$ cat src/rtl/bin2bcd_seq.sv
// Iterative 32-bit binary to 8-digit packed BCD converter (double dabble).
// One bit per clock; results are registered and held until the next done pulse.
module bin2bcd_seq #(
  parameter bit SAT = 1'b1
) (
  input  logic        clk,
  input  logic        rst,
  input  logic        start,
  input  logic [31:0] bin,
  output logic        busy,
  output logic        done,
  output logic [31:0] bcd,
  output logic        ovf
);

  localparam int unsigned BIN_W  = 32;
  localparam int unsigned DIGITS = 10;
  localparam int unsigned ACC_W  = 4 * DIGITS;
  localparam int unsigned CNT_W  = 6;
  localparam int unsigned OUT_W  = 32;

  typedef enum logic [1:0] {IDLE, SHIFT, DONE} state_t;

  state_t             state;
  logic [ACC_W-1:0]   acc;
  logic [BIN_W-1:0]   sr;
  logic [CNT_W-1:0]   cnt;

  logic [ACC_W-1:0]       adj;
  logic [ACC_W+BIN_W-1:0] shv;
  logic [ACC_W-1:0]       acc_nxt;
  logic [BIN_W-1:0]       sr_nxt;
  logic                   ovf_nxt;

  // Add-3 correction on every digit that would reach 10 or more after the shift
  always_comb begin
    adj = acc;
    for (int i = 0; i < int'(DIGITS); i++) begin
      if (acc[4*i +: 4] >= 4'd5) adj[4*i +: 4] = acc[4*i +: 4] + 4'd3;
    end
  end

  assign shv     = {adj, sr} << 1;
  assign acc_nxt = shv[ACC_W+BIN_W-1:BIN_W];
  assign sr_nxt  = shv[BIN_W-1:0];
  assign ovf_nxt = |acc_nxt[ACC_W-1:OUT_W];

  always_ff @(posedge clk) begin
    if (!rst) begin
      state <= IDLE;
      acc   <= '0;
      sr    <= '0;
      cnt   <= '0;
      busy  <= 1'b0;
      done  <= 1'b0;
      bcd   <= '0;
      ovf   <= 1'b0;
    end else begin
      case (state)
        IDLE: begin
          if (start) begin
            sr    <= bin;
            acc   <= '0;
            cnt   <= '0;
            busy  <= 1'b1;
            state <= SHIFT;
          end
        end
        SHIFT: begin
          acc <= acc_nxt;
          sr  <= sr_nxt;
          cnt <= cnt + CNT_W'(1);
          // Last iteration: publish the post-shift accumulator in the same edge
          if (cnt == CNT_W'(BIN_W - 1)) begin
            state <= DONE;
            done  <= 1'b1;
            ovf   <= ovf_nxt;
            bcd   <= (SAT && ovf_nxt) ? 32'h9999_9999 : acc_nxt[OUT_W-1:0];
          end
        end
        DONE: begin
          state <= IDLE;
          busy  <= 1'b0;
          done  <= 1'b0;
        end
        default: begin
          state <= IDLE;
          busy  <= 1'b0;
          done  <= 1'b0;
        end
      endcase
    end
  end

endmodule

$ cat config.mk
export PLATFORM = sky130hd
export DESIGN_NAME = bin2bcd_seq
export DESIGN_NICKNAME = d
export VERILOG_FILES = /design/src/rtl/bin2bcd_seq.sv
export SDC_FILE = /design/constraint.sdc
export NUM_CORES = 1
export LEC_CHECK = 0
export BUFFER_PORTS_ARGS = -buffer_cell sky130_fd_sc_hd__buf_2
export CAP_MARGIN = 10
export CORE_UTILIZATION = 53
export DETAILED_ROUTE_END_ITERATION = 6
export GPL_ROUTABILITY_DRIVEN = 0
export PLACE_DENSITY = 0.74
export SLEW_MARGIN = 20
export SYNTH_ARGS = -nofsm -noshare
export SYNTH_HDL_FRONTEND = slang
export SYNTH_SLANG_ARGS = --single-unit
$ cat constraint.sdc
create_clock -name clk -period 2.3 [get_ports clk]
set_input_delay 0.575 -clock clk [delete_from_list [all_inputs] [get_ports clk]]
set_output_delay 0.575 -clock clk [all_outputs]
set_load 0.01 [all_outputs]
==> results of run 1 <==
## state kept, by name (all words and copies together) (netlist names)
| register | count |
|---|---|
| done | 1 |
| busy | 1 |
| state | 2 |
| acc | 40 |
| ovf | 1 |
| bcd | 32 |
| cnt | 6 |
| sr | 32 |
## power breakdown
part | switching [W] | internal (W)
clock | 0.000894 | 0.00179
combinational | 0.000198 | 0.000126
sequential | 0.0000455 | 0.00205
## area by class of cell
cell class / count / share of cell area, %
timing repair buffer: 85 / 7.44
clock inverter: 8 / 1.88
multi-input combinational: 519 / 44.4
sequential: 115 / 34.9
inverter: 26 / 1.48
tap: 133 / 2.52
clock buffer: 23 / 7.38
## final timing paths
check | to
hold reg to reg | bcd[1]
hold / removal | sr[8]
setup / recovery | bcd[18]
setup reg to reg | bcd[18]
## tightest hold or removal path: stages
cell	delay, ps
buf_2	70
nor2_1	30
a21oi_1	130
nor2_1	40
nor2_1	70
## placed cells by master (no fill, tap or decap), types with 2 or more instances in the layout
cell type / Yosys / final
nor2_1: 159 / 158
dfxtp_1: 115 / 115
a21oi_1: 83 / 83
buf_2: 3 / 69
nand2_1: 56 / 56
o21ai_0: 43 / 43
o221ai_1: 31 / 31
inv_1: 25 / 25
ha_1: 21 / 21
nor3b_1: 17 / 17
a31oi_1: 16 / 16
clkbuf_16: 0 / 16
buf_4: 0 / 14
nand2b_1: 12 / 11
a2bb2oi_1: 10 / 10
xnor2_1: 10 / 10
o211ai_1: 8 / 8
a21o_1: 7 / 7
clkbuf_8: 0 / 6
nor3_1: 5 / 5
a22oi_1: 4 / 4
nand3_1: 4 / 4
o21ai_1: 5 / 4
a211oi_1: 3 / 3
bufinv_16: 0 / 3
mux2_2: 2 / 2
o21ai_2: 1 / 2
and2_1: 2 / 2
and3_1: 2 / 2
mux2i_1: 2 / 2
clkinvlp_4: 0 / 2
clkinv_2: 0 / 2
buf_12: 1 / 2
## layer usage
metal	part of all wire [%]	routed length, um	up-vias
met5	0	0	-
met2	48	6290	172
met4	2.2	291	0
met3	6.0	775	31
li1	-	-	2588
met1	43	5660	2437
## Yosys cell counts, types with 2 or more instances
| library cell | count | area share [%] |
|---|---|---|
| a211oi_1 | 3 | 0.41 |
| a21o_1 | 7 | 0.95 |
| a21oi_1 | 83 | 7.5 |
| a22oi_1 | 4 | 0.54 |
| a2bb2oi_1 | 10 | 1.6 |
| a31oi_1 | 16 | 1.8 |
| and2_1 | 2 | 0.23 |
| and3_1 | 2 | 0.23 |
| buf_1 | 5 | 0.34 |
| buf_2 | 3 | 0.27 |
| buf_6 | 2 | 0.41 |
| clkbuf_1 | 37 | 2.5 |
| dfxtp_1 | 115 | 42 |
| ha_1 | 21 | 4.8 |
| inv_1 | 25 | 1.7 |
| mux2_2 | 2 | 0.41 |
| mux2i_1 | 2 | 0.36 |
| nand2_1 | 56 | 3.8 |
| nand2b_1 | 12 | 1.4 |
| nand3_1 | 4 | 0.36 |
| nor2_1 | 159 | 11 |
| nor2b_1 | 2 | 0.23 |
| nor3_1 | 5 | 0.45 |
| nor3b_1 | 17 | 2.3 |
| o211ai_1 | 8 | 1.1 |
| o21ai_0 | 43 | 3.9 |
| o21ai_1 | 5 | 0.45 |
| o221ai_1 | 31 | 4.9 |
| xnor2_1 | 10 | 1.6 |
## through the flow
| stage | setup WS [ps] | cell area, sq um | power [W] |
|---|---|---|---|
| after floorplan | 350 | 5530 | 0.00235 |
| after global placement | 323 | 5980 | 0.00244 |
| after detailed placement | 197 | 5980 | 0.00246 |
| after CTS | 189 | 6590 | 0.00513 |
| after global routing | 18.0 | 6590 | 0.00529 |
| final | 147 | 6590 | 0.00510 |
## kinds of logic after synthesis
logic type,synth area share (%)
multiplexers,0.769
flip-flops,41.6
XOR/XNOR,1.58
buffers and inverters,5.66
adder cells (fa/ha/maj),4.75
AND/OR/NAND/NOR,20.9
AO/OA/AOI/OAI,24.8
==> flow_summary.json, run 1 <==
{
  "status": "complete, no violations",
  "register_area_sq_um": 2300,
  "cp_num_buf_inv": 2,
  "netlist_instances": 708,
  "use_met2_pct": 42.4,
  "post_cts_buffers": 0,
  "grt_pass1_wl_um": 22300,
  "antenna_left": 0,
  "startpoint": "acc[36]",
  "via_count": 5228,
  "start_kind": "flip-flop",
  "reg2reg_from": "acc[36]",
  "crit_arrival_ps": 2580,
  "rows": 36,
  "syn2layout_area_growth_pct": 19.2,
  "worst-r2r-cell-count": 8,
  "insertion_delay_ps": 510,
  "multi_input_comb_area_sq_um": 2930,
  "dp.cells": 878,
  "grt_setup_unrepaired": "false",
  "finalHoldViolCount": 0,
  "cp-end-kind": "flip-flop",
  "worstSetupPathDepth": 8,
  "reg2reg_slack_ps": 150,
  "io_buffers": 69,
  "vias_per_cell": 5.75,
  "hold_path_depth": 5,
  "drcViolationCount": 0,
  "wirelength_um": 13000,
  "ir_worst_vdd_mv": 0.398,
  "slew-limit-headroom_pct": 49.6,
  "cts_hold_buf": 0,
  "n_antenna_cell": 0,
  "cts.htree.levels": 4,
  "fin_tns_setup_ps": 0,
  "die_h_um": 104,
  "seq_area_frac_synth_pct": 41.6,
  "clock_sinks": 115,
  "skew_ps": 9.01,
  "gr-max-usage-layer": "met2",
  "first_global_vias": 4954,
  "syn_area_per_cell_sq_um": 7.81,
  "dpl.hpwl_um": 8130,
  "yosys_register_bits": 115,
  "synth_area_sq_um": 5530,
  "grtUsageMet1_pct": 30.4,
  "cts_buffers": 17,
  "cap_viol_max_count": 0,
  "dr.pass1.iters": 4,
  "root_buffer": "clkbuf_8",
  "fin_crit_ps": 2150,
  "cpLargestDelayFamily": "compound AO/OA/AOI/OAI gates",
  "wl_per_cell_um": 14.3,
  "critPathSlowestCell": "dfxtp_1",
  "synth_fp_nets": 764,
  "fill_cells": 837,
  "top_level_ports": 70,
  "async_flop_share_pct": 0,
  "globalRouteOverflowTotal": 0,
  "hp-class": "input port to flip-flop",
  "post_cts_resized": 0,
  "fmaxAchievable_mhz": 465,
  "synth_warnings": 0,
  "ctsLongestPathBuffers": 2,
  "dieWidth_um": 104,
  "post-route-util_pct": 66.2,
  "worstMarginPinSlew_ps": 756,
  "die_area_sq_um": 10800,
  "post-route-period-util_pct": 93.6,
  "core_sq_um": 9950,
  "use_met3_pct": 6.02,
  "path_class": "flip-flop to flip-flop",
  "drt-initial-drc-count": 248,
  "ys_types": 46,
  "grt_max_degree": 56,
  "cts_tree": "yes",
  "slew_viol_final": 0,
  "holdWs_ps": 436,
  "synthFlopType": "dfxtp_1",
  "critPathMaxFanout": 16,
  "drive_gt1_share_pct": 16.6,
  "nets": 820,
  "clk_pin_slew_worst_paths_ps": 60,
  "slowest_delay_ps": 410,
  "crit_required_ps": 2730,
  "grt_usage_pct": 25.2,
  "final_cell_count_no_fill": 909,
  "grt_antenna_before_repair": 0,
  "synth_edf_count": 0,
  "power_leakage_nw": 2.66,
  "finalSetupViolCount": 0,
  "hp-start": "bin[8]",
  "crit_chain": "inv_1 -> ha_1 -> a22o_1 -> a211oi_1 -> and3_1 -> nand4_2 -> buf_4 -> o21ai_0",
  "start_util_pct": 55.6,
  "p_per_area_nw_per_um2": 773
}
No activity file was read; power rests on OpenSTA's default activity.
==> inputs of run 2 (changes only) <==
- CORE_ASPECT_RATIO: unset -> 1.2
- CORE_UTILIZATION: 53 -> 32
- MAX_ROUTING_LAYER: unset -> met4
- PLACE_DENSITY: 0.74 -> unset
==> flow_summary.json, run 2 (synthesized netlist as in run 1, its figures left out) <==
{
  "grt_max_degree": 56,
  "crit_arrival_ps": 2470,
  "p_clk_share_pct": 55.5,
  "slew_viol_final": 0,
  "clk_pin_slew_worst_paths_ps": 60,
  "nets": 822,
  "worstMarginPinSlew_ps": 775,
  "hp-class": "flip-flop to flip-flop",
  "largest_reg_flops": 40,
  "grt_usage_pct": 16.1,
  "fin_tns_setup_ps": 0,
  "top_level_ports": 70,
  "pre_cts_ws_ps": 42.5,
  "first_global_vias": 4549,
  "skew_ps": 10.2,
  "final_cell_count_no_fill": 995,
  "drcViolationCount": 0,
  "crit_required_ps": 2620,
  "start_util_pct": 32.7,
  "post-route-period-util_pct": 93.5,
  "cap_viol_max_count": 0,
  "finalSetupViolCount": 0,
  "io_buffers": 69,
  "drt-initial-drc-count": 336,
  "netSwitchingFraction_pct": 21.7,
  "fin_crit_ps": 2150,
  "cp-end-kind": "flip-flop",
  "die_h_um": 146,
  "reg_top3": "acc x40, bcd x32, sr x32",
  "comb_power_share_pct": 6.0,
  "rows": 52,
  "dpl.hpwl_um": 8220,
  "multi_input_comb_area_sq_um": 3010,
  "p_int_w": 0.00426,
  "antenna_left": 0,
  "dieWidth_um": 122,
  "dr.pass1.iters": 5,
  "ctsLongestPathBuffers": 2,
  "globalRouteOverflowTotal": 0,
  "wl_per_cell_um": 14.0,
  "cts_buffers": 17,
  "grt_setup_unrepaired": "false",
  "grt_pass1_wl_um": 22000,
  "via_count": 4984,
  "die_area_sq_um": 17800,
  "holdWs_ps": 444,
  "core_sq_um": 16900,
  "final_common_cell": "nor2_1",
  "cts_tree": "yes",
  "pwr-share-seq_pct": 38.5,
  "fin_ws_ps": 149,
  "root_buffer": "clkbuf_16",
  "finalHoldViolCount": 0,
  "path_class": "flip-flop to flip-flop",
  "vias_per_cell": 5.01,
  "syn2layout_area_growth_pct": 24.0,
  "p_per_area_nw_per_um2": 793,
  "critPathSlowestCell": "dfxtp_1",
  "n_antenna_cell": 0,
  "post-route-util_pct": 40.5,
  "dp.cells": 959,
  "cts.htree.levels": 4,
  "netSwitchingPower_w": 0.00118,
  "status": "complete, no violations",
  "insertion_delay_ps": 410,
  "start_kind": "flip-flop",
  "fmaxAchievable_mhz": 465,
  "fill_cells": 1743,
  "clock_sinks": 115,
  "register_area_sq_um": 2300,
  "slew-limit-headroom_pct": 48.3,
  "slowest_delay_ps": 400,
  "power_leakage_nw": 2.69,
  "regMostFlops": "acc",
  "final_cell_mix": "nor2_1, dfxtp_1, a21oi_1",
  "crit_chain": "inv_1 -> ha_1 -> a22o_1 -> a211oi_1 -> and3_2 -> nand4_4 -> o21ai_0",
  "wirelength_um": 13900,
  "grt_antenna_before_repair": 0,
  "drive_gt1_share_pct": 17.7,
  "ir_worst_vdd_mv": 0.565,
  "critPathMaxFanout": 8
}
==> run 2: cell count changes in the layout (fill, tap and decap cells not counted), sizes merged <==
cell,before,now
nand4,2,3
clkinvlp,2,3
clkinv,4,5
clkbuf,23,19
bufinv,3,6
buf,85,86
==> run 2: power groups by stage <==
stage / registers [W] / logic (W) / clock network, W
6_report: 0.00209 / 0.000325 / 0.00302
5_1_grt: 0.00210 / 0.000365 / 0.00319
4_1_cts: 0.00209 / 0.000328 / 0.00309
3_5_place_dp: 0.00214 / 0.000325 / 0
3_3_place_gp: 0.00213 / 0.000325 / 0
2_1_floorplan: 0.00212 / 0.000229 / 0
==> run 2: final cells by class <==
class	count	area share, %
flip-flops and latches	115	33.6
clock buffers	19	6.60
clock inverters	13	3.36
inverters	26	1.42
well taps	216	3.94
repair buffers	86	7.26
multi-input cells	520	43.8
==> run 2: layer usage <==
metal / global-route usage, % / up-vias / share of wire (%)
met2: 24.9 / 111 / 48
li1: - / 2579 / -
met1: 19.9 / 2282 / 46
met4: 6.73 / 0 / 1.3
met5: - / - / 0
met3: 3.75 / 12 / 4.4
==> run 2: through the flow <==
stage	power [W]	area [sq um]
CTS	0.00551	6760
global route	0.00565	6860
detailed placement	0.00246	6070
finish	0.00544	6860
floorplan	0.00235	5530
global placement	0.00246	6070
==> run 2: path summary, 6_finish.rpt <==
kind / start / endpoint / slack [ps] / cells past startpoint
setup / recovery: acc[36] / bcd[25] / 150 / 7
hold / removal: bcd[22] / bcd[22] / 440 / 2
setup reg to reg: acc[36] / bcd[25] / 150 / 7
hold reg to reg: bcd[22] / bcd[22] / 440 / 2
==> run 2: critical path: cells and delay by family (launching register included) <==
family	cells	cell delay (ps)
fa+ha+maj	1	260
buf+inv	1	80
flops	1	400
compound gates	3	780
simple gates	2	540
==> run 2: what timing repair did <==
item,4_1_cts,5_1_grt
setup endpoints to repair,1,26
pin swaps,0,1
hold buffers,0,0
setup buffers,0,3
gates resized for setup,1,11
gates cloned,0,1
==> inputs of run 3 (changes only) <==
- clock period: 2.3 -> 2.5 ns (I/O delays scaled with it)
==> flow_summary.json, run 3 (synthesized netlist as in run 1, its figures left out) <==
{
  "rows": 52,
  "pwr-share-seq_pct": 40.9,
  "vias_per_cell": 5.09,
  "io_buffers": 69,
  "regMostFlops": "acc",
  "power_leakage_nw": 2.66,
  "critPathMaxFanout": 17,
  "post-route-period-util_pct": 86.3,
  "antenna_left": 0,
  "grt_antenna_before_repair": 0,
  "fmaxAchievable_mhz": 464,
  "root_buffer": "clkbuf_16",
  "cts_tree": "yes",
  "path_class": "flip-flop to flip-flop",
  "top_level_ports": 70,
  "comb_power_share_pct": 6.3,
  "grt_setup_unrepaired": "false",
  "clk_pin_slew_worst_paths_ps": 60,
  "fin_tns_setup_ps": 0,
  "wirelength_um": 13200,
  "holdWs_ps": 445,
  "dpl.hpwl_um": 8620,
  "first_global_vias": 4815,
  "ir_worst_vdd_mv": 0.513,
  "cts.htree.levels": 4,
  "nets": 822,
  "finalSetupViolCount": 0,
  "final_cell_mix": "nor2_1, dfxtp_1, a21oi_1",
  "n_antenna_cell": 0,
  "worstMarginPinSlew_ps": 613,
  "core_sq_um": 16900,
  "netSwitchingPower_w": 0.00113,
  "drcViolationCount": 0,
  "final_common_cell": "nor2_1",
  "grt_usage_pct": 16.4,
  "die_h_um": 146,
  "syn2layout_area_growth_pct": 20.9,
  "die_area_sq_um": 17800,
  "largest_reg_flops": 40,
  "cts_hold_buf": 0,
  "drt-initial-drc-count": 235,
  "globalRouteOverflowTotal": 0,
  "post_cts_buffers": 0,
  "critPathSlowestCell": "a2111oi_2",
  "ctsLongestPathBuffers": 2,
  "fin_crit_ps": 2160,
  "slew_viol_final": 0,
  "cp-end-kind": "flip-flop",
  "start_util_pct": 32.7,
  "p_int_w": 0.00358,
  "fill_cells": 1801,
  "drive_gt1_share_pct": 16.8,
  "status": "complete, no violations",
  "skew_ps": 10.5,
  "via_count": 5060,
  "p_per_area_nw_per_um2": 705,
  "post_cts_resized": 0,
  "cap_viol_max_count": 0,
  "start_kind": "flip-flop",
  "grt_max_degree": 56,
  "reg_top3": "acc x40, bcd x32, sr x32",
  "wl_per_cell_um": 13.2,
  "crit_chain": "inv_1 -> ha_1 -> nand2b_1 -> nor3b_1 -> a2111oi_2 -> and4_1 -> buf_4 -> a31oi_2",
  "hp-class": "flip-flop to flip-flop",
  "p_clk_share_pct": 52.8,
  "cpLargestDelayFamily": "compound AO/OA/AOI/OAI gates",
  "dr.pass1.iters": 4,
  "crit_required_ps": 2780,
  "finalHoldViolCount": 0,
  "clock_sinks": 115,
  "netSwitchingFraction_pct": 24.1,
  "crit_arrival_ps": 2440,
  "dieWidth_um": 122,
  "slew-limit-headroom_pct": 59.2,
  "insertion_delay_ps": 420,
  "cp_num_buf_inv": 2,
  "slowest_delay_ps": 430,
  "cts_buffers": 17,
  "grt_pass1_wl_um": 22700
}
[run 3: routing by layer]
layer / wire length [um] / global-route usage (%)
met2: 6050 / 25.3
met3: 680 / 4.10
met4: 138 / 6.85
met5: 0 / -
met1: 6320 / 20.1
[run 3: final cells by class]
type | count | area, sq um | area share [%]
clock buffers | 18 | 429 | 6.42
multi-input cells | 519 | 2920 | 43.7
repair buffers | 87 | 480 | 7.19
well taps | 216 | 270 | 4.04
clock inverters | 14 | 181 | 2.71
flip-flops and latches | 115 | 2300 | 34.4
inverters | 26 | 97.6 | 1.46
[run 3: per-stage QoR]
stage,util (%),area (sq um),power [W],instances,setup slack (ps)
2_1_floorplan,-,5530,0.00216,708,550
6_report,39.5,6690,0.00471,995,344
5_1_grt,39.5,6690,0.00491,995,152
3_3_place_gp,35.9,6070,0.00226,963,421
3_5_place_dp,35.9,6070,0.00226,963,355
4_1_cts,39.5,6690,0.00477,995,352
[run 3: path summary, 6_finish.rpt]
| path | endpoint | depth (start not counted) | slack (ps) | start |
|---|---|---|---|---|
| min reg2reg | bcd[14] | 2 | 440 | bcd[14] |
| min | bcd[14] | 2 | 440 | bcd[14] |
| max reg2reg | bcd[31] | 8 | 340 | acc[32] |
| max | bcd[31] | 8 | 340 | acc[32] |
[run 3: worst min-delay path: cells and delay by family, from the launching register on]
kind,cells,cell delay (ps)
flip-flops,1,320
AND/OR/NAND/NOR,1,40
AO/OA/AOI/OAI,1,50
[run 3: power groups by stage]
stage                     Clock [W]  Combinational [W]  Sequential [W]
after detailed placement          0           0.000296         0.00197
final                       0.00249           0.000295         0.00193
after global placement            0           0.000295         0.00196
after CTS                   0.00255           0.000298         0.00193
after floorplan                   0           0.000210         0.00195
after global routing        0.00264           0.000338         0.00193
